[config.mk]
export PLATFORM = sky130hd
export DESIGN_NAME = difftest_load_event_gen
export DESIGN_NICKNAME = d
export VERILOG_FILES = /design/src/rtl/difftest_load_event_gen_pkg.sv /design/src/rtl/difftest_event_fifo.sv /design/src/rtl/difftest_load_event_gen.sv
export SDC_FILE = /design/constraint.sdc
export NUM_CORES = 1
export LEC_CHECK = 0
export BUFFER_PORTS_ARGS = -buffer_cell sky130_fd_sc_hd__buf_2
export CORE_MARGIN = 2
export CORE_UTILIZATION = 45
export CTS_CLUSTER_DIAMETER = 50
export DETAILED_ROUTE_END_ITERATION = 12
export PLACE_DENSITY = 0.61
export SLEW_MARGIN = 20
export SYNTH_ARGS = -nofsm -noshare
export SYNTH_HDL_FRONTEND = slang
export SYNTH_SLANG_ARGS = --single-unit
[constraint.sdc]
create_clock -name clock -period 4 [get_ports clock]
set_clock_uncertainty 0.1 [all_clocks]
set_input_delay 0 -clock clock [delete_from_list [all_inputs] [get_ports clock]]
set_output_delay 0 -clock clock [all_outputs]
set_load 0.03 [all_outputs]
[src/rtl/difftest_load_event_gen_pkg.sv]
// Shared definitions for the difftest load-event generator.
// - load_event_t : one buffered memory event (address, op encoding, kind flags)
// - DT_INDEX_W   : width of the running event sequence number
package difftest_load_event_gen_pkg;

  localparam int DT_INDEX_W = 8;
  localparam int PADDR_W    = 64;
  localparam int OPTYPE_W   = 8;

  typedef struct packed {
    logic [PADDR_W-1:0]  paddr;
    logic [OPTYPE_W-1:0] optype;
    logic                is_atomic;
    logic                is_load;
  } load_event_t;

endpackage

[src/rtl/difftest_event_fifo.sv]
// Circular buffer of DEPTH entries of a generic entry type.
// Ports:
//   clock, reset      : clock and synchronous active-high reset
//   push, push_data   : write push_data at tail (ignored while flush is high)
//   pop, pop_data     : pop_data always shows the head entry; pop advances head
//   flush             : discard everything; head snaps to tail
//   count, full       : occupancy at cycle start and (count == DEPTH)
module difftest_event_fifo
  import difftest_load_event_gen_pkg::*;
#(
  parameter int  DEPTH   = 4,
  parameter type entry_t = load_event_t
) (
  input  logic                     clock,
  input  logic                     reset,
  input  logic                     push,
  input  entry_t                   push_data,
  input  logic                     pop,
  output entry_t                   pop_data,
  input  logic                     flush,
  output logic [$clog2(DEPTH):0]   count,
  output logic                     full
);

  localparam int PTR_W = $clog2(DEPTH);
  localparam int CNT_W = PTR_W + 1;
  localparam logic [PTR_W-1:0] LAST_PTR = PTR_W'(DEPTH - 1);
  localparam logic [CNT_W-1:0] DEPTH_C  = CNT_W'(DEPTH);

  entry_t           mem [DEPTH];
  logic [PTR_W-1:0] head;
  logic [PTR_W-1:0] tail;
  logic [PTR_W-1:0] head_nxt;
  logic [PTR_W-1:0] tail_nxt;
  logic             push_en;

  // A flush wins over a simultaneous push so head/tail stay consistent.
  assign push_en  = push & ~flush;
  assign head_nxt = (head == LAST_PTR) ? '0 : head + 1'b1;
  assign tail_nxt = (tail == LAST_PTR) ? '0 : tail + 1'b1;
  assign pop_data = mem[head];
  assign full     = (count == DEPTH_C);

  always_ff @(posedge clock) begin
    if (push_en) begin
      mem[tail] <= push_data;
    end
  end

  always_ff @(posedge clock) begin
    if (reset) begin
      head  <= '0;
      tail  <= '0;
      count <= '0;
    end else if (flush) begin
      head  <= tail;
      count <= '0;
    end else begin
      if (push_en) tail <= tail_nxt;
      if (pop)     head <= head_nxt;
      unique case ({push_en, pop})
        2'b10:   count <= count + 1'b1;
        2'b01:   count <= count - 1'b1;
        default: count <= count;
      endcase
    end
  end

endmodule

[src/rtl/difftest_load_event_gen.sv]
// Buffers completed load-pipeline memory events and emits them, in order,
// to the difftest load-event sink as they retire.
// Ports:
//   clock, reset                 : clock, synchronous active-high reset
//   ld_valid/ld_ready            : event offer / buffer has room
//   ld_paddr/ld_optype/...       : fields of the offered event
//   commit_valid                 : oldest buffered event retires this cycle
//   flush                        : discard all uncommitted events
//   dt_enable/dt_valid           : one-cycle strobe per emitted event
//   dt_paddr/dt_optype/...       : emitted event fields (held when idle)
//   dt_coreid                    : constant COREID
//   dt_index                     : sequence number of the emitted event
//   commit_underflow             : sticky, commit seen with an empty buffer
module difftest_load_event_gen
  import difftest_load_event_gen_pkg::*;
#(
  parameter int         DEPTH  = 4,
  parameter logic [7:0] COREID = 8'd0
) (
  input  logic                  clock,
  input  logic                  reset,
  input  logic                  ld_valid,
  output logic                  ld_ready,
  input  logic [PADDR_W-1:0]    ld_paddr,
  input  logic [OPTYPE_W-1:0]   ld_optype,
  input  logic                  ld_is_atomic,
  input  logic                  ld_is_load,
  input  logic                  commit_valid,
  input  logic                  flush,
  output logic                  dt_enable,
  output logic                  dt_valid,
  output logic [PADDR_W-1:0]    dt_paddr,
  output logic [OPTYPE_W-1:0]   dt_optype,
  output logic                  dt_is_atomic,
  output logic                  dt_is_load,
  output logic [7:0]            dt_coreid,
  output logic [DT_INDEX_W-1:0] dt_index,
  output logic                  commit_underflow
);

  logic [$clog2(DEPTH):0] count;
  logic                   full;
  load_event_t            in_evt_p0;
  load_event_t            head_evt_p0;
  logic                   push_p0;
  logic                   pop_p0;
  logic                   underflow_p0;

  load_event_t            evt_p1;
  logic                   vld_p1;
  logic [DT_INDEX_W-1:0]  idx_p1;
  logic [DT_INDEX_W-1:0]  seq_q;
  logic                   underflow_q;

  // Stage p0: accept/retire decisions use occupancy at cycle start only,
  // so a same-cycle push never satisfies a commit.
  assign ld_ready     = ~full;
  assign push_p0      = ld_valid & ld_ready & ~flush;
  assign pop_p0       = commit_valid & (count != '0);
  assign underflow_p0 = commit_valid & (count == '0);

  always_comb begin
    in_evt_p0           = '0;
    in_evt_p0.paddr     = ld_paddr;
    in_evt_p0.optype    = ld_optype;
    in_evt_p0.is_atomic = ld_is_atomic;
    in_evt_p0.is_load   = ld_is_load;
  end

  difftest_event_fifo #(
    .DEPTH   (DEPTH),
    .entry_t (load_event_t)
  ) u_fifo (
    .clock     (clock),
    .reset     (reset),
    .push      (push_p0),
    .push_data (in_evt_p0),
    .pop       (pop_p0),
    .pop_data  (head_evt_p0),
    .flush     (flush),
    .count     (count),
    .full      (full)
  );

  // Stage p1: registered emit. Fields are only loaded on a pop so they
  // hold the last emitted event while idle.
  always_ff @(posedge clock) begin
    if (reset) begin
      vld_p1      <= 1'b0;
      evt_p1      <= '0;
      idx_p1      <= '0;
      seq_q       <= '0;
      underflow_q <= 1'b0;
    end else begin
      vld_p1 <= pop_p0;
      if (pop_p0) begin
        evt_p1 <= head_evt_p0;
        idx_p1 <= seq_q;
        seq_q  <= seq_q + 1'b1;
      end
      if (underflow_p0) underflow_q <= 1'b1;
    end
  end

  assign dt_enable        = vld_p1;
  assign dt_valid         = vld_p1;
  assign dt_paddr         = evt_p1.paddr;
  assign dt_optype        = evt_p1.optype;
  assign dt_is_atomic     = evt_p1.is_atomic;
  assign dt_is_load       = evt_p1.is_load;
  assign dt_coreid        = COREID;
  assign dt_index         = idx_p1;
  assign commit_underflow = underflow_q;

endmodule

; Word level (Yosys, flattened, before mapping)
; Memory sizes are Yosys's and may differ from the RTL's. A register that Yosys moved wholly into a read port is not among the register bits.
; Index checks and enable logic that the tools add are counted.
[totals]
register_bits = 25
ramBits = 296
input_bits = 79
n_memories = 1
[memory_table]
columns = memory, words, width, rd, rd_ports_with_merged_regs, write_ports, line
row1 = u_fifo.mem, 4, 74, 1, 1, 1, difftest_event_fifo.sv:30  ; entry_t mem [DEPTH];
[op_classes]
reduce_logical = 6
n_bitwise = 7
add_sub_neg = 5
n_eq_ne = 5
muxes = 7
[ops]
columns = op, count
row1 = "8-bit by 1-bit adder with 8-bit output, second input constant", 1
row2 = 2-bit 2-to-1 mux, 4
row3 = "2-bit == test, second input constant", 3
row4 = 3-bit one-hot mux with 2 select lines, 1
row5 = 1-bit bitwise AND, 5
row6 = "2-bit by 1-bit adder with 2-bit output, second input constant", 2
row7 = 2-bit nonzero test, 2
row8 = "3-bit by 1-bit adder with 3-bit output, second input constant", 1
row9 = "3-bit == test, second input constant", 1
row10 = 3-bit zero test, 1
row11 = 3-bit nonzero test, 1
row12 = "3-bit by 1-bit subtractor with 3-bit output, second input constant", 1
row13 = "2-bit by 1-bit == test with 1-bit output, second input constant", 1
row14 = 1-bit 2-to-1 mux, 2
row15 = 1-bit NOT, 2
row16 = 2-bit AND reduction, 1
row17 = 2-bit OR reduction, 1

; Longest topological paths before layout
[logic_depth]
word_depth = 7
mapped_depth = 10
depth_no_buf = 9

; By module
; Synthesis repeated with hierarchy kept, for this count alone.
[unflattened]
hier_cells = 848
area_unflattened_um2 = 14456.4
[modules_own_cells]
columns = module, cells_per_inst, n_inst, area_each_um2, seq_area_each_um2
row1 = difftest_event_fifo, 433, 1, 11148.2, 9068.7
row2 = difftest_load_event_gen, 415, 1, 3308.2, 1841.8

; Least setup slack after synthesis
; OpenSTA, ideal clock, no wires.
[synth_timing]
kind = reg2reg
start = register u_fifo.count[0]
end = memory u_fifo.mem[0][0] in the netlist's numbering (enable)
slack_ps = 982
t_required_ps = 3460
stages_incl_launch_ff = 4
arrival_ps = 2477
setup_ps = 440
synth_period_minus_slack_ps = 3018
cell_sequence = dfxtp_1 > nor3b_1 > nor2_1 > and2_1
[synth_via]
elab_chain_cells = 7
[synth_rtl]
columns = item, line
row1 = from (decl), difftest_event_fifo.sv:21  ; output logic [$clog2(DEPTH):0] count,
row2 = from (signal assigned), difftest_event_fifo.sv:62  ; 2'b10: count <= count + 1'b1;
row3 = from (signal assigned), difftest_event_fifo.sv:63  ; 2'b01: count <= count - 1'b1;
row4 = from (signal assigned), difftest_event_fifo.sv:64  ; default: count <= count;
row5 = 3-bit == test, difftest_event_fifo.sv:42  ; assign full = (count == DEPTH_C);
row6 = 1-bit NOT, difftest_load_event_gen.sv:57  ; assign ld_ready = ~full;
row7 = 1-bit bitwise AND (2 in a row), difftest_load_event_gen.sv:58  ; assign push_p0 = ld_valid & ld_ready & ~flush;
row8 = 1-bit bitwise AND, difftest_event_fifo.sv:38  ; assign push_en = push & ~flush;
row9 = 1-bit 2-to-1 mux, difftest_event_fifo.sv:45  ; if (push_en) begin
row10 = 1-bit 2-to-1 mux (implied by the code), difftest_event_fifo.sv:46  ; mem[tail] <= push_data;
row11 = to (decl), difftest_event_fifo.sv:30
; No other way between the ends.

; Worst setup path in the final report
[layout_timing]
start = register u_fifo.count[2]
end = register u_fifo.count[1]
[layout_via]
elab_chain_cells = 7
[layout_rtl]
columns = item, line
row1 = 3-bit == test, difftest_event_fifo.sv:42
row2 = 1-bit NOT, difftest_load_event_gen.sv:57
row3 = 1-bit bitwise AND (2 in a row), difftest_load_event_gen.sv:58
row4 = 1-bit bitwise AND, difftest_event_fifo.sv:38
row5 = 2-bit by 1-bit == test with 1-bit output or 2-bit == test (tied branches), difftest_event_fifo.sv:61  ; unique case ({push_en, pop})
row6 = 3-bit one-hot mux with 2 select lines or 2-bit nonzero test (tied branches), --
; Several ways; a longest one is shown, not always the timed one.
; A chain may end at the register's enable or synchronous reset.

==> reports/qor.txt <==
DIE WIDTH = 181.4 um
Layout Utilization = 0.5710
Total CTS buffers = 44
Status = finished, final reports clean
Post-Syn Area = 14,160 sq um
Cells after synthesis = 697
Initial Util = 0.4605
CORE AREA = 30,750 sq um
Row count = 64
Pin count of the biggest net entering global routing = 66
Pre-antenna DRT Iters = 6
Final Wtd Congestion = 0.6955
Area contributors post-synth = edfxtp_1, dfxtp_1, mux4_2
Initial antenna violation count = 1
Later-pin clock latency in the skew report = 0.52 ns
Setup-failing EPs final = 0
Die area = 32,900 sq um
Achievable frequency = 343.4 MHz
Final Hold Vio Count = 0
Worst-path fanout max = 6
Minimum clock period = 2.912 ns
Synthesized area per cell = 20.32 sq um
Crit-path slowest cell = dlygate4sd3_1
GRT Residual Overflow = 0
Number of synthesized flops with an enable pin = 296
Routed wire per std cell = 19.83 um
Setup crit start kind = register
CP Capture Type = register
Layout area overhead = 23.98%
Normalized max-slew margin = 0.3124
Post-DP HPWL = 15,310 um
WHS = 0.1317 ns
Post-synth top area share = 0.6277
Number of global-route vias before repair = 7,650
Worst path cell trace = nor3b_1 > nor2_1 > inv_1 > ha_1 > inv_1 > fa_1 > nor2_1 > a21oi_1 > nor3_1 > dlygate4sd3_1
H-Tree Depth = 2
Final ANT Viol Nets = 0
First-pass GRT wire length = 42,600 um
Post-synthesis cell type count = 40
Fin. max-slew vios = 0
Vias per Instance = 5.240
Max Buffers Root-to-Sink = 3
Post-cts gate resize count = 0
I/O Buffers = 164
Hold Crit Class = primary input to register
Pwr/cell area = 506.1 nW/um^2
Ratio of cells with drive above 1 in the final layout = 0.3259
Design area = 17,560 sq um
Vias = 7,263
Sequential share of the synthesized area = 0.7676
Io pins = 173
DRT iter0 DRCs = 497
Area post-placement = 15,350 sq um
Arrival time at the worst endpoint = 3.22 ns
LEAKAGE = 6.221 nW
Ys Warns = 0
CTS tree = built
Drt drc = 0
CP peak stage delay = 0.57 ns
Required @ worst endpoint = 4.31 ns
Worst-Margin Slew = 1.031 ns
Synth area leader = edfxtp_1
Max cap viols = 0
Post-Route WL = 27,480 um
Total global routing track utilization = 0.1668
Root buffer cell = clkbuf_16
Yosys reg bits = 395
TritonCTS sink count = 395
IR Drop Worst-Case VDD = 0.3504 mV
Die H = 181.4 um
CTS clk-pin slew, worst paths = 0.06 ns
Top-count cell post-synth = edfxtp_1
Setup CP Type = register to register
Post-synth top cells = edfxtp_1, dfxtp_1, a22o_1, mux4_2
Dominant synthesized flop cell = edfxtp_1
Layout Nets = 1,042
RSZ-0062 raised after global routing = false
Total negative slack = 0 ns
Share of synthesized registers carrying an async set or reset = 0
Part of the cycle the worst path needs = 0.7280
[per-stage QoR]
stage,std cells,setup WS (ns),total power [W]
global placement,1226,1.393,0.005040
global route,1385,0.7825,0.009195
floorplan,704,0.9822,0.004905
CTS,1384,1.055,0.008995
finish,1386,1.088,0.008886
detailed placement,1226,1.308,0.005049
[path summary, 6_finish.rpt]
path / start / to / slack, ns / cells past startpoint
min reg2reg: dt_index[2] / dt_index[2] / 0.35 / 2
max reg2reg: u_fifo.count[2] / u_fifo.count[1] / 1.09 / 10
min: ld_paddr[54] / u_fifo.mem[0][64] / 0.13 / 2
max: u_fifo.count[2] / u_fifo.count[1] / 1.09 / 10
[power by group]
part	total (W)	leakage [nW]	switching, W	internal, W
sequential	0.00454	3.49	0.0000527	0.00449
clock	0.00387	0.684	0.00153	0.00234
combinational	0.000474	2.05	0.000243	0.000231
total	0.00889	6.22	0.00183	0.00706
[repair_timing]
| action | CTS | global route |
|---|---|---|
| hold buffers | 79 | 0 |
| setup endpoints to repair | 0 | 0 |
| endpoints found under the hold margin | 320 | 0 |
| buffers inserted | 0 | 0 |
[per-layer routing]
metal  wire (um)  global-route usage
met1       11990              0.2268
met2       13310              0.2780
met3        1776             0.03690
met4         402             0.03740
met5           0                   0
[layout make-up]
type | count | area [sq um]
repair buffers | 254 | 1782
clock buffers | 59 | 1219
inverters | 9 | 33.78
flip-flops and latches | 395 | 10880
diodes | 2 | 5.005
clock inverters | 20 | 188.9
multi-input cells | 251 | 2955
fillers | 2383 | 13190
well taps | 396 | 495.5
[kinds of logic after synthesis]
| logic type | synth area share |
|---|---|
| AOI/OAI and AO/OA | 0.05929 |
| xor gates and xnor gates | 0.001856 |
| adders and majority gates | 0.007598 |
| buffers and inverters | 0.02713 |
| DFF | 0.7676 |
| muxes | 0.1185 |
| other | 0.0002648 |
| and+or+nand+nor | 0.01776 |
[layout by cell type, fill, tap and decap left out, types with 2 or more instances in the layout]
cell type	instances
clkinv_2	4
nor2_1	5
ha_1	7
nand2_1	20
clkbuf_1	10
conb_1	8
o21ai_0	6
a22o_1	74
nor2_4	2
dfxtp_4	2
edfxtp_1	296
dlygate4sd3_1	79
buf_2	164
buf_4	4
clkinvlp_4	2
xor2_1	2
diode_2	2
or3_1	4
clkbuf_8	4
or4_1	3
inv_8	3
buf_12	7
bufinv_16	3
mux4_2	74
and2_4	4
inv_1	8
o31ai_1	2
nor3_1	4
dfxtp_1	97
a21oi_1	20
clkinv_1	8
clkbuf_16	45
[registers in the layout, indices dropped and copies added (netlist names), 2 cells and up]
signal and cells:
seq_q 8, dt_paddr 64, u_fifo.head 2, dt_index 8, u_fifo.tail 2, u_fifo.mem 296
dt_optype 8, u_fifo.count 3
[critical path, delay by kind of cell (launching register included)]
| kind | cells | cell delay [ns] |
|---|---|---|
| flip-flops | 1 | 0.41 |
| adder cells (fa/ha/maj) | 2 | 0.64 |
| buffers and inverters | 3 | 0.72 |
| AO/OA/AOI/OAI | 1 | 0.12 |
| AND/OR/NAND/NOR | 4 | 0.81 |
Note: power is estimated with default switching activity, not from simulation.
